$ cat config.mk
export PLATFORM = sky130hd
export DESIGN_NAME = mat_coproc_ctrl
export DESIGN_NICKNAME = d
export VERILOG_FILES = /design/src/rtl/mat_coproc_pkg.sv /design/src/rtl/mat_elem_regfile.sv /design/src/rtl/mat_coproc.sv
export SDC_FILE = /design/constraint.sdc
export NUM_CORES = 1
export LEC_CHECK = 0
export CORE_MARGIN = 1.5
export CORE_UTILIZATION = 40
export DETAILED_ROUTE_END_ITERATION = 10
export GPL_ROUTABILITY_DRIVEN = 1
export PLACE_DENSITY = 0.66
export RECOVER_POWER = 50
export SLEW_MARGIN = 20
export SYNTH_ARGS = -nofsm -noshare
export SYNTH_HDL_FRONTEND = slang
export SYNTH_SLANG_ARGS = --single-unit
$ cat constraint.sdc
create_clock -name clk -period 3.5 [get_ports clk]
set_clock_uncertainty 0.05 [all_clocks]
set_input_delay 1.05 -clock clk [delete_from_list [all_inputs] [get_ports clk]]
set_output_delay 1.05 -clock clk [all_outputs]
set_load 0.005 [all_outputs]
$ cat src/rtl/mat_coproc_pkg.sv
// mat_coproc_pkg: shared opcodes, ALU op codes, matrix geometry and controller state type
package mat_coproc_pkg;
  localparam int MAT_N = 5;
  localparam int MAT_W = 8;
  typedef enum logic [2:0] {
    OP_NOP  = 3'b000,
    OP_WRA  = 3'b001,
    OP_WRB  = 3'b010,
    OP_WRE  = 3'b011,
    OP_EXEC = 3'b100,
    OP_READ = 3'b101,
    OP_CLR  = 3'b110,
    OP_RSV  = 3'b111
  } opcode_e;
  localparam logic [1:0] ALU_ADD  = 2'b00;
  localparam logic [1:0] ALU_SUB  = 2'b01;
  localparam logic [1:0] ALU_SMUL = 2'b10;
  localparam logic [1:0] ALU_MMUL = 2'b11;
  typedef enum logic [2:0] {S_IDLE, S_DECODE, S_RUN, S_CAPTURE, S_ACK} state_e;
endpackage

$ cat src/rtl/mat_elem_regfile.sv
// mat_elem_regfile: byte-indexed A/B/result matrices with flat outputs and index range check
module mat_elem_regfile
  import mat_coproc_pkg::*;
#(
  parameter int N = MAT_N,
  parameter int W = MAT_W
) (
  input  logic             clk,
  input  logic             reset_n,
  input  logic             clr,
  input  logic             we_a,
  input  logic             we_b,
  input  logic             we_res,
  input  logic [4:0]       idx,
  input  logic [W-1:0]     din,
  input  logic [N*N*W-1:0] res_in,
  output logic [N*N*W-1:0] mat_a,
  output logic [N*N*W-1:0] mat_b,
  output logic [W-1:0]     rd_byte,
  output logic             idx_ok
);
  localparam int NE = N * N;
  logic [NE*W-1:0] res_q;
  logic [4:0]      sel;
  assign idx_ok  = 32'(idx) < NE;
  assign sel     = idx_ok ? idx : 5'd0;
  assign rd_byte = res_q[int'(sel)*W +: W];
  always_ff @(posedge clk or negedge reset_n) begin
    if (!reset_n) begin
      mat_a <= '0;
      mat_b <= '0;
      res_q <= '0;
    end else if (clr) begin
      mat_a <= '0;
      mat_b <= '0;
      res_q <= '0;
    end else begin
      if (we_a && idx_ok) mat_a[int'(sel)*W +: W] <= din;
      if (we_b && idx_ok) mat_b[int'(sel)*W +: W] <= din;
      if (we_res) res_q <= res_in;
    end
  end
endmodule

$ cat src/rtl/mat_coproc.sv
// mat_coproc_ctrl: HPS command controller feeding the matrix ALU over a four-phase valid/ack handshake
// Ports: clk/reset_n; cmd, cmd_valid, cmd_ack, rd_data, busy, ovf, err towards the HPS;
// alu_mat_a/b, alu_esc, alu_op, alu_en out to the ALU; alu_mat_o, alu_ovf, alu_done back from it.
module mat_coproc_ctrl
  import mat_coproc_pkg::*;
#(
  parameter int N       = MAT_N,
  parameter int W       = MAT_W,
  parameter int TIMEOUT = 4096
) (
  input  logic             clk,
  input  logic             reset_n,
  input  logic [31:0]      cmd,
  input  logic             cmd_valid,
  output logic             cmd_ack,
  output logic [W-1:0]     rd_data,
  output logic             busy,
  output logic             ovf,
  output logic             err,
  output logic [N*N*W-1:0] alu_mat_a,
  output logic [N*N*W-1:0] alu_mat_b,
  output logic [W-1:0]     alu_esc,
  output logic [1:0]       alu_op,
  output logic             alu_en,
  input  logic [N*N*W-1:0] alu_mat_o,
  input  logic             alu_ovf,
  input  logic             alu_done
);
  localparam int CW = $clog2(TIMEOUT);
  state_e        state;
  logic [17:0]   cmd_q;
  logic [CW-1:0] cnt;
  opcode_e       opc;
  logic [4:0]    idx;
  logic [W-1:0]  data;
  logic          dec, idx_ok, bad;
  logic [W-1:0]  rd_byte;
  logic          unused_cmd_bits;
  // only opcode, index, ALU op and data survive the latch; the middle field is don't-care
  assign unused_cmd_bits = ^cmd[21:8];
  assign opc  = opcode_e'(cmd_q[17:15]);
  assign idx  = cmd_q[14:10];
  assign data = cmd_q[W-1:0];
  assign dec  = state == S_DECODE;
  assign bad  = ((opc == OP_WRA || opc == OP_WRB || opc == OP_READ) && !idx_ok) || opc == OP_RSV;
  mat_elem_regfile #(.N(N), .W(W)) u_regs (
    .clk     (clk),
    .reset_n (reset_n),
    .clr     (dec && opc == OP_CLR),
    .we_a    (dec && opc == OP_WRA),
    .we_b    (dec && opc == OP_WRB),
    .we_res  (state == S_CAPTURE),
    .idx     (idx),
    .din     (data),
    .res_in  (alu_mat_o),
    .mat_a   (alu_mat_a),
    .mat_b   (alu_mat_b),
    .rd_byte (rd_byte),
    .idx_ok  (idx_ok)
  );
  always_ff @(posedge clk or negedge reset_n) begin
    if (!reset_n) begin
      state   <= S_IDLE;
      cmd_q   <= '0;
      cnt     <= '0;
      cmd_ack <= 1'b0;
      rd_data <= '0;
      busy    <= 1'b0;
      ovf     <= 1'b0;
      err     <= 1'b0;
      alu_esc <= '0;
      alu_op  <= '0;
      alu_en  <= 1'b0;
    end else begin
      case (state)
        S_IDLE: if (cmd_valid) begin
          cmd_q <= {cmd[31:22], cmd[7:0]};
          busy  <= 1'b1;
          state <= S_DECODE;
        end
        S_DECODE: if (opc == OP_EXEC) begin
          alu_op <= cmd_q[9:8];
          alu_en <= 1'b1;
          cnt    <= '0;
          state  <= S_RUN;
        end else begin
          cmd_ack <= 1'b1;
          state   <= S_ACK;
          if (bad) err <= 1'b1;
          if (opc == OP_WRE) alu_esc <= data;
          if (opc == OP_READ && idx_ok) rd_data <= rd_byte;
          if (opc == OP_CLR) begin
            alu_esc <= '0;
            ovf     <= 1'b0;
            err     <= 1'b0;
          end
        end
        S_RUN: if (alu_done) state <= S_CAPTURE;
        else if (cnt == CW'(TIMEOUT - 1)) begin
          alu_en  <= 1'b0;
          err     <= 1'b1;
          cmd_ack <= 1'b1;
          state   <= S_ACK;
        end else cnt <= cnt + 1'b1;
        // ALU output is registered on the done edge, so enable stays up one more cycle
        S_CAPTURE: begin
          ovf     <= alu_ovf;
          alu_en  <= 1'b0;
          cmd_ack <= 1'b1;
          state   <= S_ACK;
        end
        S_ACK: if (!cmd_valid) begin
          cmd_ack <= 1'b0;
          busy    <= 1'b0;
          state   <= S_IDLE;
        end
        default: state <= S_IDLE;
      endcase
    end
  end
endmodule

==> impl_metrics.env, run 1 <==
export IMPL_status="finished, violations left"
export IMPL_failed_checks="capacitance limit, slew limit"
export IMPL_clk_insertion_delay_late_ps=610
export IMPL_hold_violations=0
export IMPL_grt_max_degree=131
export IMPL_worst_pin_slew_ps=2350
export IMPL_dp_cells=4198
export IMPL_routabilityCongestion=0.891
export IMPL_dpl_hpwl_um=76100
export IMPL_fin_cells=4328
export IMPL_rsz0062_at_grt="no"
export IMPL_crit_arrival_ps=3730
export IMPL_final_setup_viol_count=0
export IMPL_synth_warnings=0
export IMPL_cts_buffers=71
export IMPL_syn_area_sq_mm=0.0281
export IMPL_avgSynthCellArea_sq_um=10.3
export IMPL_drtIter0Drc=2138
export IMPL_die_area_sq_mm=0.0718
export IMPL_grt_pass1_vias=24187
export IMPL_area_growth_pct=35.9
export IMPL_path_clk_slew_ps=60
export IMPL_cts_tree="built"
export IMPL_fin_area_sq_mm=0.0381
export IMPL_hold_start="u_regs.mat_b[50]"
export IMPL_dieWidth_um=268
export IMPL_synth_area_leader_cell="dfrtp_1"
export IMPL_drc=0
export IMPL_overflow=0
export IMPL_rrSetupSlack_ps=170
export IMPL_io_pins=660
export IMPL_r2r_start="cmd_q[11]"
export IMPL_synth_common_cells="nand2_1, dfrtp_1, a21oi_1"
export IMPL_worstReg2RegEnd="u_regs.mat_a[195]"
export IMPL_antenna_found_initial=9
export IMPL_maxSlewViolCount=66
export IMPL_grt_pass1_wl_um=153000
export IMPL_r2r_cells=9
export IMPL_detail_route_vias_per_cell=5.60
export IMPL_yosysMostFrequentCell="nand2_1"
export IMPL_vdd_ir_drop_max_v=0.000360
export IMPL_fmax_mhz=300
export IMPL_synth_top_area_share_pct=58.5
export IMPL_synth_enable_flop_cells=0
export IMPL_clockRootBuffer="clkbuf_16"
export IMPL_cts_sinks=656
export IMPL_core_area_sq_mm=0.0691
export IMPL_path_class="flop to flop"
export IMPL_maxSlewHeadroom_pct=-57.0
export IMPL_cp_start_kind="flop"
export IMPL_ant_nets=0
export IMPL_cts_setup_buffers=0
export IMPL_drv_cap=1
export IMPL_min_period_ps=3330
export IMPL_die_h_um=268
export IMPL_seq_area_frac_synth_pct=58.5
export IMPL_firstDrtPassIters=5
export IMPL_power_mw=27.9
export IMPL_vias=24253
export IMPL_nFillCells=5911
export IMPL_wl_um=104000
export IMPL_synth_area_top_cells="dfrtp_1, nand2_1, mux2_2, a21oi_1, a22o_1"
export IMPL_syn_nets=2956
export IMPL_leakagePower_nw=16.7
export IMPL_fin_crit_sh_pct=95.1
export IMPL_ys_flop_type="dfrtp_1"
export IMPL_final_nets=3579
export IMPL_h_tree_depth=3
export IMPL_crit_required_ps=3900
export IMPL_drive_above_1_share_pct=11.8
export IMPL_hp_class="flop to flop"
export IMPL_portBuffers=645
export IMPL_worstHoldPathCells=2
export IMPL_fp_row_count=96
export IMPL_ys_seq_elements=656
export IMPL_synth_cells=2717
export IMPL_wl_per_cell_um=23.9
export IMPL_grt_use_total_pct=28.3
export IMPL_hold_end="u_regs.mat_b[50]"
export IMPL_async_reset_ff_share_pct=100
export IMPL_ys_types=81
export IMPL_p_per_area_mw_per_mm2=730
export IMPL_tns_ps=0
export IMPL_crit_path_end_kind="flop"
export IMPL_path_max_fanout=16
export IMPL_clockBufferDepth=3
export IMPL_start_util_pct=40.7
export IMPL_dpl_cell_area_sq_mm=0.0357
==> how the worst max path moves through the flow <==
| stage | to | from | slack (ps) |
|---|---|---|---|
| floorplan | u_regs.mat_a[72] | cmd_q[13] | 380 |
| detailed placement | u_regs.mat_b[88] | cmd_q[10] | 210 |
| global route | u_regs.mat_a[196] | cmd_q[11] | 30 |
| CTS | u_regs.mat_a[93] | cmd_q[10] | 160 |
| finish | u_regs.mat_a[195] | cmd_q[11] | 170 |
| global placement | u_regs.mat_b[90] | cmd_q[10] | 270 |
==> metal layers <==
| metal | vias up | GRT usage [%] | wire length, um |
|---|---|---|---|
| met5 | - | 0 | 43 |
| met4 | 8 | 12.8 | 4350 |
| met3 | 207 | 5.52 | 7560 |
| met2 | 1088 | 48.3 | 51300 |
| met1 | 12207 | 34.8 | 40300 |
| li1 | 10743 | - | - |
==> critical path, cell delays in order, from the launching register on <==
cell	delay [ps]
dfrtp_2	430
buf_4	220
or3_1	460
o21ai_0	190
ha_1	270
buf_4	200
nor3_1	670
o21ai_1	390
nand2_1	170
o21ai_0	110
==> state kept, by name (all words and copies together), names as in the netlist <==
signal and cells:
u_regs.mat_a 200, alu_op 2, cmd_q 18, cmd_ack 1, alu_esc 8, cnt 12, alu_en 1, u_regs.res_q 200
busy 1, state 3, err 1, u_regs.mat_b 200, ovf 1, rd_data 8
==> report_power, final <==
group / internal, mW / switching [mW] / total, mW
registers: 9.10 / 1.31 / 10.4
clock network: 4.88 / 3.15 / 8.03
logic: 3.46 / 5.97 / 9.42
==> cell families after synthesis <==
| logic type | after synthesis | share of synthesized area, % |
|---|---|---|
| flops | 656 | 58.5 |
| fa+ha+maj | 2 | 0.0891 |
| simple gates | 945 | 14.5 |
| buf+inv | 194 | 3.02 |
| compound gates | 758 | 17.6 |
| xor+xnor | 10 | 0.312 |
| mux | 152 | 5.99 |
==> cells in the final DEF (no fill, tap or decap), types with 17 or more instances in the layout <==
cell,Yosys,layout
clkdlybuf4s50_1,0,569
mux2_2,124,124
nor3_1,25,22
a211oi_1,20,20
buf_4,10,57
clkbuf_16,0,74
mux2i_1,24,24
a21oi_1,255,255
a22o_1,142,142
o21ai_0,183,183
a32o_1,18,18
dfrtp_1,656,652
nor2_1,99,99
o21ai_1,35,35
nand2_1,680,680
and2_1,28,26
dlygate4sd3_1,0,75
clkbuf_1,109,17
==> what timing repair did <==
action,CTS,global route
endpoints found under the setup margin,0,8
resized for setup,0,2
hold buffers,0,0
hold endpoints to repair,0,0
==> metrics by stage <==
step / hold slack, ps / utilization [%] / worst slack [ps]
floorplan: 385 / - / 383
global placement: 404 / 51.7 / 266
detailed placement: 420 / 51.7 / 206
CTS: 428 / 55.3 / 158
global route: 442 / 55.2 / 29.8
finish: 421 / 55.2 / 171
==> final cells by class <==
cell class | instances | area (sq um) | area share, %
antenna | 5 | 12.5 | 0.0328
clock buffer | 96 | 2060 | 5.41
clock inverter | 29 | 420 | 1.10
inverter | 15 | 56.3 | 0.148
multi-input combinational | 1867 | 10800 | 28.4
sequential | 656 | 16400 | 43.1
tap | 931 | 1160 | 3.05
timing repair buffer | 729 | 7160 | 18.8
No activity file was read; power rests on OpenSTA's default activity.
==> run 2: changes to the inputs <==
- GPL_ROUTABILITY_DRIVEN: 1 -> 0
==> run 2 against run 1 <==
  * The run still ends with capacitance limit, slew limit left
  * Core utilization fell by 0.18 points
  * Worst hold slack worse by 6.6 ps
  * Maximum frequency grew 2.5%
  * Sequential cell count unchanged
  * Setup slack improved by 80 ps
  * Sequential power about the same
  * Routed wire length down 1.3%
  * Clock power shrank 3.6%
  * Sequential share of layout area up 0.14 points
  * Highest routed layer unchanged
==> impl_metrics.env, run 2 (synthesized netlist as in run 1, its figures left out) <==
export IMPL_detail_route_vias_per_cell=5.57
export IMPL_drive_above_1_share_pct=11.5
export IMPL_crit_top_cell="nor2_1"
export IMPL_power_switching_mw=10.4
export IMPL_final_setup_viol_count=0
export IMPL_clockBufferDepth=3
export IMPL_min_period_ps=3250
export IMPL_grt_max_degree=202
export IMPL_ant_nets=0
export IMPL_area_growth_pct=35.4
export IMPL_firstDrtPassIters=6
export IMPL_die_area_sq_mm=0.0718
export IMPL_fp_row_count=96
export IMPL_combPwrFrac_pct=34.2
export IMPL_fin_hold_ws_ps=415
export IMPL_final_nets=3577
export IMPL_start_util_pct=40.7
export IMPL_crit_path_end_kind="flop"
export IMPL_worst_pin_slew_ps=2270
export IMPL_cts_buffers=71
export IMPL_wl_per_cell_um=23.6
export IMPL_tns_ps=0
export IMPL_crit_chain="o311ai_4 > nand2_1 > ha_1 > nor2b_1 > nand4_1 > nor2_1 > nor2_1 > nor2_2 > mux2_2"
export IMPL_status="finished, violations left"
export IMPL_clockRootBuffer="clkbuf_16"
export IMPL_cp_start_kind="flop"
export IMPL_path_max_fanout=9
export IMPL_power_switching_share_pct=37.7
export IMPL_clk_insertion_delay_late_ps=620
export IMPL_slowest_stage="dfrtp_4"
export IMPL_io_pins=660
export IMPL_vias=24092
export IMPL_vdd_ir_drop_max_v=0.000377
export IMPL_dpl_hpwl_um=75400
export IMPL_leakagePower_nw=16.6
export IMPL_hold_violations=0
export IMPL_overflow=0
export IMPL_maxSlewHeadroom_pct=-51.6
export IMPL_die_h_um=268
export IMPL_h_tree_depth=3
export IMPL_failed_checks="capacitance limit, slew limit"
export IMPL_grt_pass1_vias=24273
export IMPL_portBuffers=645
export IMPL_hold_start="cmd_q[8]"
export IMPL_cts_setup_buffers=0
export IMPL_grt_pass1_wl_um=152000
export IMPL_reg_top3="u_regs.mat_a x200, u_regs.mat_b x200, u_regs.res_q x200"
export IMPL_drv_cap=2
export IMPL_wl_um=102000
export IMPL_dieWidth_um=268
export IMPL_drtIter0Drc=2201
export IMPL_pwr_share_clk_pct=28.1
export IMPL_r2r_start="cmd_q[10]"
export IMPL_cts_sinks=656
export IMPL_p_per_area_mw_per_mm2=725
export IMPL_path_class="flop to flop"
export IMPL_crit_arrival_ps=3690
export IMPL_nFillCells=5918
export IMPL_path_clk_slew_ps=60
export IMPL_crit_required_ps=3940
export IMPL_core_area_sq_mm=0.0691
export IMPL_intPower_mw=17.2
export IMPL_startpoint="cmd_q[10]"
export IMPL_cts_resized=0
export IMPL_mostFrequentLayoutCell="nand2_1"
export IMPL_cts_tree="built"
export IMPL_antenna_found_initial=6
export IMPL_fmax_mhz=308
export IMPL_path_buf_inv=0
export IMPL_pwr_share_seq_pct=37.7
export IMPL_ctsHoldBuffers=0
export IMPL_grt_use_total_pct=28.1
export IMPL_final_cell_mix="nand2_1, dfrtp_1, clkdlybuf4s50_1"
export IMPL_fin_crit_sh_pct=92.8
export IMPL_crit_family="simple AND/OR/NAND/NOR gates"
export IMPL_hp_class="flop to flop"
export IMPL_rsz0062_at_grt="no"
export IMPL_maxSlewViolCount=265
export IMPL_drc=0
export IMPL_cpPeakStageDelay_ps=510
## run 2: cell types whose count changed in the layout (fill, tap and decap cells not counted), sizes merged
| cell | previous run | this run |
|---|---|---|
| buf | 67 | 62 |
| diode | 5 | 1 |
| clkdlybuf4s50 | 569 | 599 |
| dlygate4sd3 | 75 | 45 |
| bufinv | 10 | 6 |
| clkbuf | 114 | 120 |
| clkinv | 16 | 18 |
## run 2: worst min-delay path, cell delays in order (launching register included)
cell and delay (ps):
dfrtp_1 340, nand2_1 50, nand2_1 50
## run 2: final timing paths
check,to,slack [ps],depth (start not counted)
setup / recovery,u_regs.mat_b[88],250,9
hold / removal,alu_op[0],410,2
setup reg to reg,u_regs.mat_b[88],250,9
hold reg to reg,alu_op[0],410,2
max in group asynchronous,u_regs.res_q[113],440,2
min in group asynchronous,u_regs.mat_b[22],960,1
## run 2: stage by stage
stage,power [mW],setup WS [ps],cells,utilization [%],area [sq um]
after floorplan,15.7,383,2717,-,28100
after global placement,19.7,259,4196,51.7,35700
after detailed placement,19.9,225,4196,51.7,35700
after CTS,27.7,207,4322,55.2,38200
after global routing,28.9,74.6,4323,55.1,38000
final,27.5,252,4323,55.1,38000
## run 2: final cells by class
type | instances | area [sq um] | area share, %
inverter | 15 | 56.3 | 0.148
tap | 931 | 1160 | 3.06
sequential | 656 | 16400 | 43.2
clock buffer | 99 | 2060 | 5.43
antenna | 1 | 2.50 | 0.00658
clock inverter | 27 | 355 | 0.935
timing repair buffer | 727 | 7120 | 18.7
multi-input combinational | 1867 | 10800 | 28.5
## run 2: power by group through the flow
stage                     Sequential, mW  Clock (mW)  Combinational [mW]
after floorplan                     9.87           0                5.85
after global placement              10.4           0                9.26
after detailed placement            10.5           0                9.42
after CTS                           10.4        7.86                9.45
after global routing                10.6        8.16                10.2
final                               10.4        7.74                9.41
## run 2: metal layers
| layer | wire (um) | GRT usage (%) |
|---|---|---|
| met1 | 39300 | 34.6 |
| met2 | 51100 | 48.2 |
| met3 | 7590 | 5.46 |
| met4 | 4210 | 12.0 |
| met5 | 65 | 0 |
==> run 3: changes to the inputs <==
- CAP_MARGIN: not set -> 40
- CORE_AREA: not set -> 2 2 255 257
- CORE_MARGIN: 1.5 -> not set
- CORE_UTILIZATION: 40 -> not set
- DIE_AREA: not set -> 0 0 257 259
- PLACE_DENSITY: 0.66 -> 0.72
==> run 3 against run 2 <==
  * The run still ends with capacitance limit, slew limit left
  * Worst hold slack improved by 8.8 ps
  * Maximum frequency rose by 0.99%
  * Clock power fell by 2%
  * Highest routed layer unchanged
  * Critical endpoint is now u_regs.mat_a[78]
  * Sequential share of layout area barely moved
  * Sequential cell count did not move
  * Critical path type unchanged
==> impl_metrics.env, run 3 (synthesized netlist as in run 1, its figures left out) <==
export IMPL_grt_pass1_wl_um=151000
export IMPL_detail_route_vias_per_cell=5.71
export IMPL_dieWidth_um=257
export IMPL_nFillCells=5116
export IMPL_crit_path_end_kind="flop"
export IMPL_clk_insertion_delay_late_ps=620
export IMPL_reg_top3="u_regs.mat_a x200, u_regs.mat_b x200, u_regs.res_q x200"
export IMPL_clockRootBuffer="clkbuf_16"
export IMPL_core_area_sq_mm=0.0639
export IMPL_drv_cap=1
export IMPL_grt_pass1_vias=24127
export IMPL_path_clk_slew_ps=60
export IMPL_vias=24315
export IMPL_area_growth_pct=35.5
export IMPL_p_per_area_mw_per_mm2=724
export IMPL_die_area_sq_mm=0.0666
export IMPL_leakagePower_nw=16.8
export IMPL_power_mw=27.5
export IMPL_crit_required_ps=3940
export IMPL_maxSlewHeadroom_pct=-26.6
export IMPL_dpl_hpwl_um=75100
export IMPL_cpPeakStageDelay_ps=550
export IMPL_cp_start_kind="flop"
export IMPL_fin_crit_sh_pct=91.9
export IMPL_maxSlewViolCount=62
export IMPL_clockBufferDepth=3
export IMPL_cts_resized=0
export IMPL_drtIter0Drc=2341
export IMPL_rsz0062_at_grt="no"
export IMPL_fp_row_count=93
export IMPL_grt_use_total_pct=29.7
export IMPL_wl_per_cell_um=23.8
export IMPL_path_class="flop to flop"
export IMPL_drc=0
export IMPL_cts_sinks=656
export IMPL_path_max_fanout=13
export IMPL_start_util_pct=44.0
export IMPL_final_setup_viol_count=0
export IMPL_crit_arrival_ps=3660
export IMPL_ctsHoldBuffers=0
export IMPL_fin_area_sq_mm=0.0381
export IMPL_wl_um=102000
export IMPL_drive_above_1_share_pct=11.8
export IMPL_tns_ps=0
export IMPL_worst_pin_slew_ps=1900
export IMPL_h_tree_depth=3
export IMPL_worstHoldPathCells=2
export IMPL_final_nets=3589
export IMPL_fmax_mhz=311
export IMPL_mostFrequentLayoutCell="nand2_1"
export IMPL_cts_tree="built"
export IMPL_crit_chain="o311ai_4 > o21ai_0 > ha_1 > buf_4 > and2_1 > a31oi_4 > nor2_4 > mux2_2"
export IMPL_worst_path_stages=8
export IMPL_dpl_cell_area_sq_mm=0.0358
export IMPL_portBuffers=645
export IMPL_crit_family="simple AND/OR/NAND/NOR gates"
export IMPL_hp_class="flop to flop"
export IMPL_vdd_ir_drop_max_v=0.000474
export IMPL_die_h_um=259
export IMPL_overflow=0
export IMPL_path_buf_inv=1
export IMPL_status="finished, violations left"
export IMPL_io_pins=660
export IMPL_ant_nets=0
export IMPL_firstDrtPassIters=6
export IMPL_failed_checks="capacitance limit, slew limit"
export IMPL_slowest_stage="dfrtp_4"
export IMPL_cts_buffers=69
export IMPL_antenna_found_initial=7
export IMPL_final_cell_mix="nand2_1, dfrtp_1, clkdlybuf4s50_1"
export IMPL_r2r_cells=8
export IMPL_cts_setup_buffers=0
export IMPL_min_period_ps=3220
export IMPL_grt_max_degree=93
export IMPL_hold_violations=0
[run 3: changes by cell type in the layout (fill, tap and decap cells not counted), sizes merged, moves of 3 or more]
cell,before,now
clkinv,18,12
buf,62,80
clkdlybuf4s50,599,558
dlygate4sd3,45,86
diode,1,4
clkbuf,120,114
[run 3: area by class of cell]
class | instances | area (sq um) | share of cell area (%)
Tap cell | 855 | 1070 | 2.81
Inverter | 15 | 56.3 | 0.148
Clock inverter | 24 | 347 | 0.911
Timing Repair Buffer | 741 | 7320 | 19.2
Sequential cell | 656 | 16400 | 43.2
Clock buffer | 97 | 1990 | 5.24
Multi-Input combinational cell | 1867 | 10800 | 28.5
Antenna cell | 4 | 10.0 | 0.0263
[run 3: worst min-delay path, stage by stage, from the launching register on]
cell and delay, ps:
dfrtp_1 340, nand2_1 40, o21ai_0 60
[run 3: path summary, 6_finish.rpt]
path                       slack, ps           endpoint              from
setup / recovery                 280   u_regs.mat_a[78]         cmd_q[10]
hold / removal                   420   u_regs.mat_a[68]  u_regs.mat_a[68]
min in group asynchronous        930  u_regs.mat_b[148]           reset_n
max in group asynchronous        440  u_regs.mat_b[186]           reset_n
setup reg to reg                 280   u_regs.mat_a[78]         cmd_q[10]
hold reg to reg                  420   u_regs.mat_a[68]  u_regs.mat_a[68]
[run 3: power breakdown]
part           switching, mW  internal (mW)
clock                   3.13           4.45
sequential              1.28           9.10
combinational           5.97           3.60
total                   10.4           17.2
[run 3: per-stage QoR]
step / hold slack, ps / instances / setup slack, ps / util, %
global route: 446 / 4259 / 53.0 / 59.6
floorplan: 385 / 2717 / 383 / -
finish: 423 / 4259 / 284 / 59.6
CTS: 375 / 4255 / 73.6 / 59.7
global placement: 406 / 4129 / 196 / 55.9
detailed placement: 421 / 4134 / 85.1 / 56.1
[run 3: per-layer routing]
metal | wire (um) | vias to the layer above | share of wire, % | track usage [%]
met5 | 40 | - | 0.039 | 0
met4 | 5060 | 6 | 5.0 | 14.0
met3 | 7470 | 248 | 7.4 | 5.24
met2 | 49800 | 1233 | 49 | 50.8
met1 | 39100 | 12064 | 39 | 36.7
li1 | - | 10764 | - | -
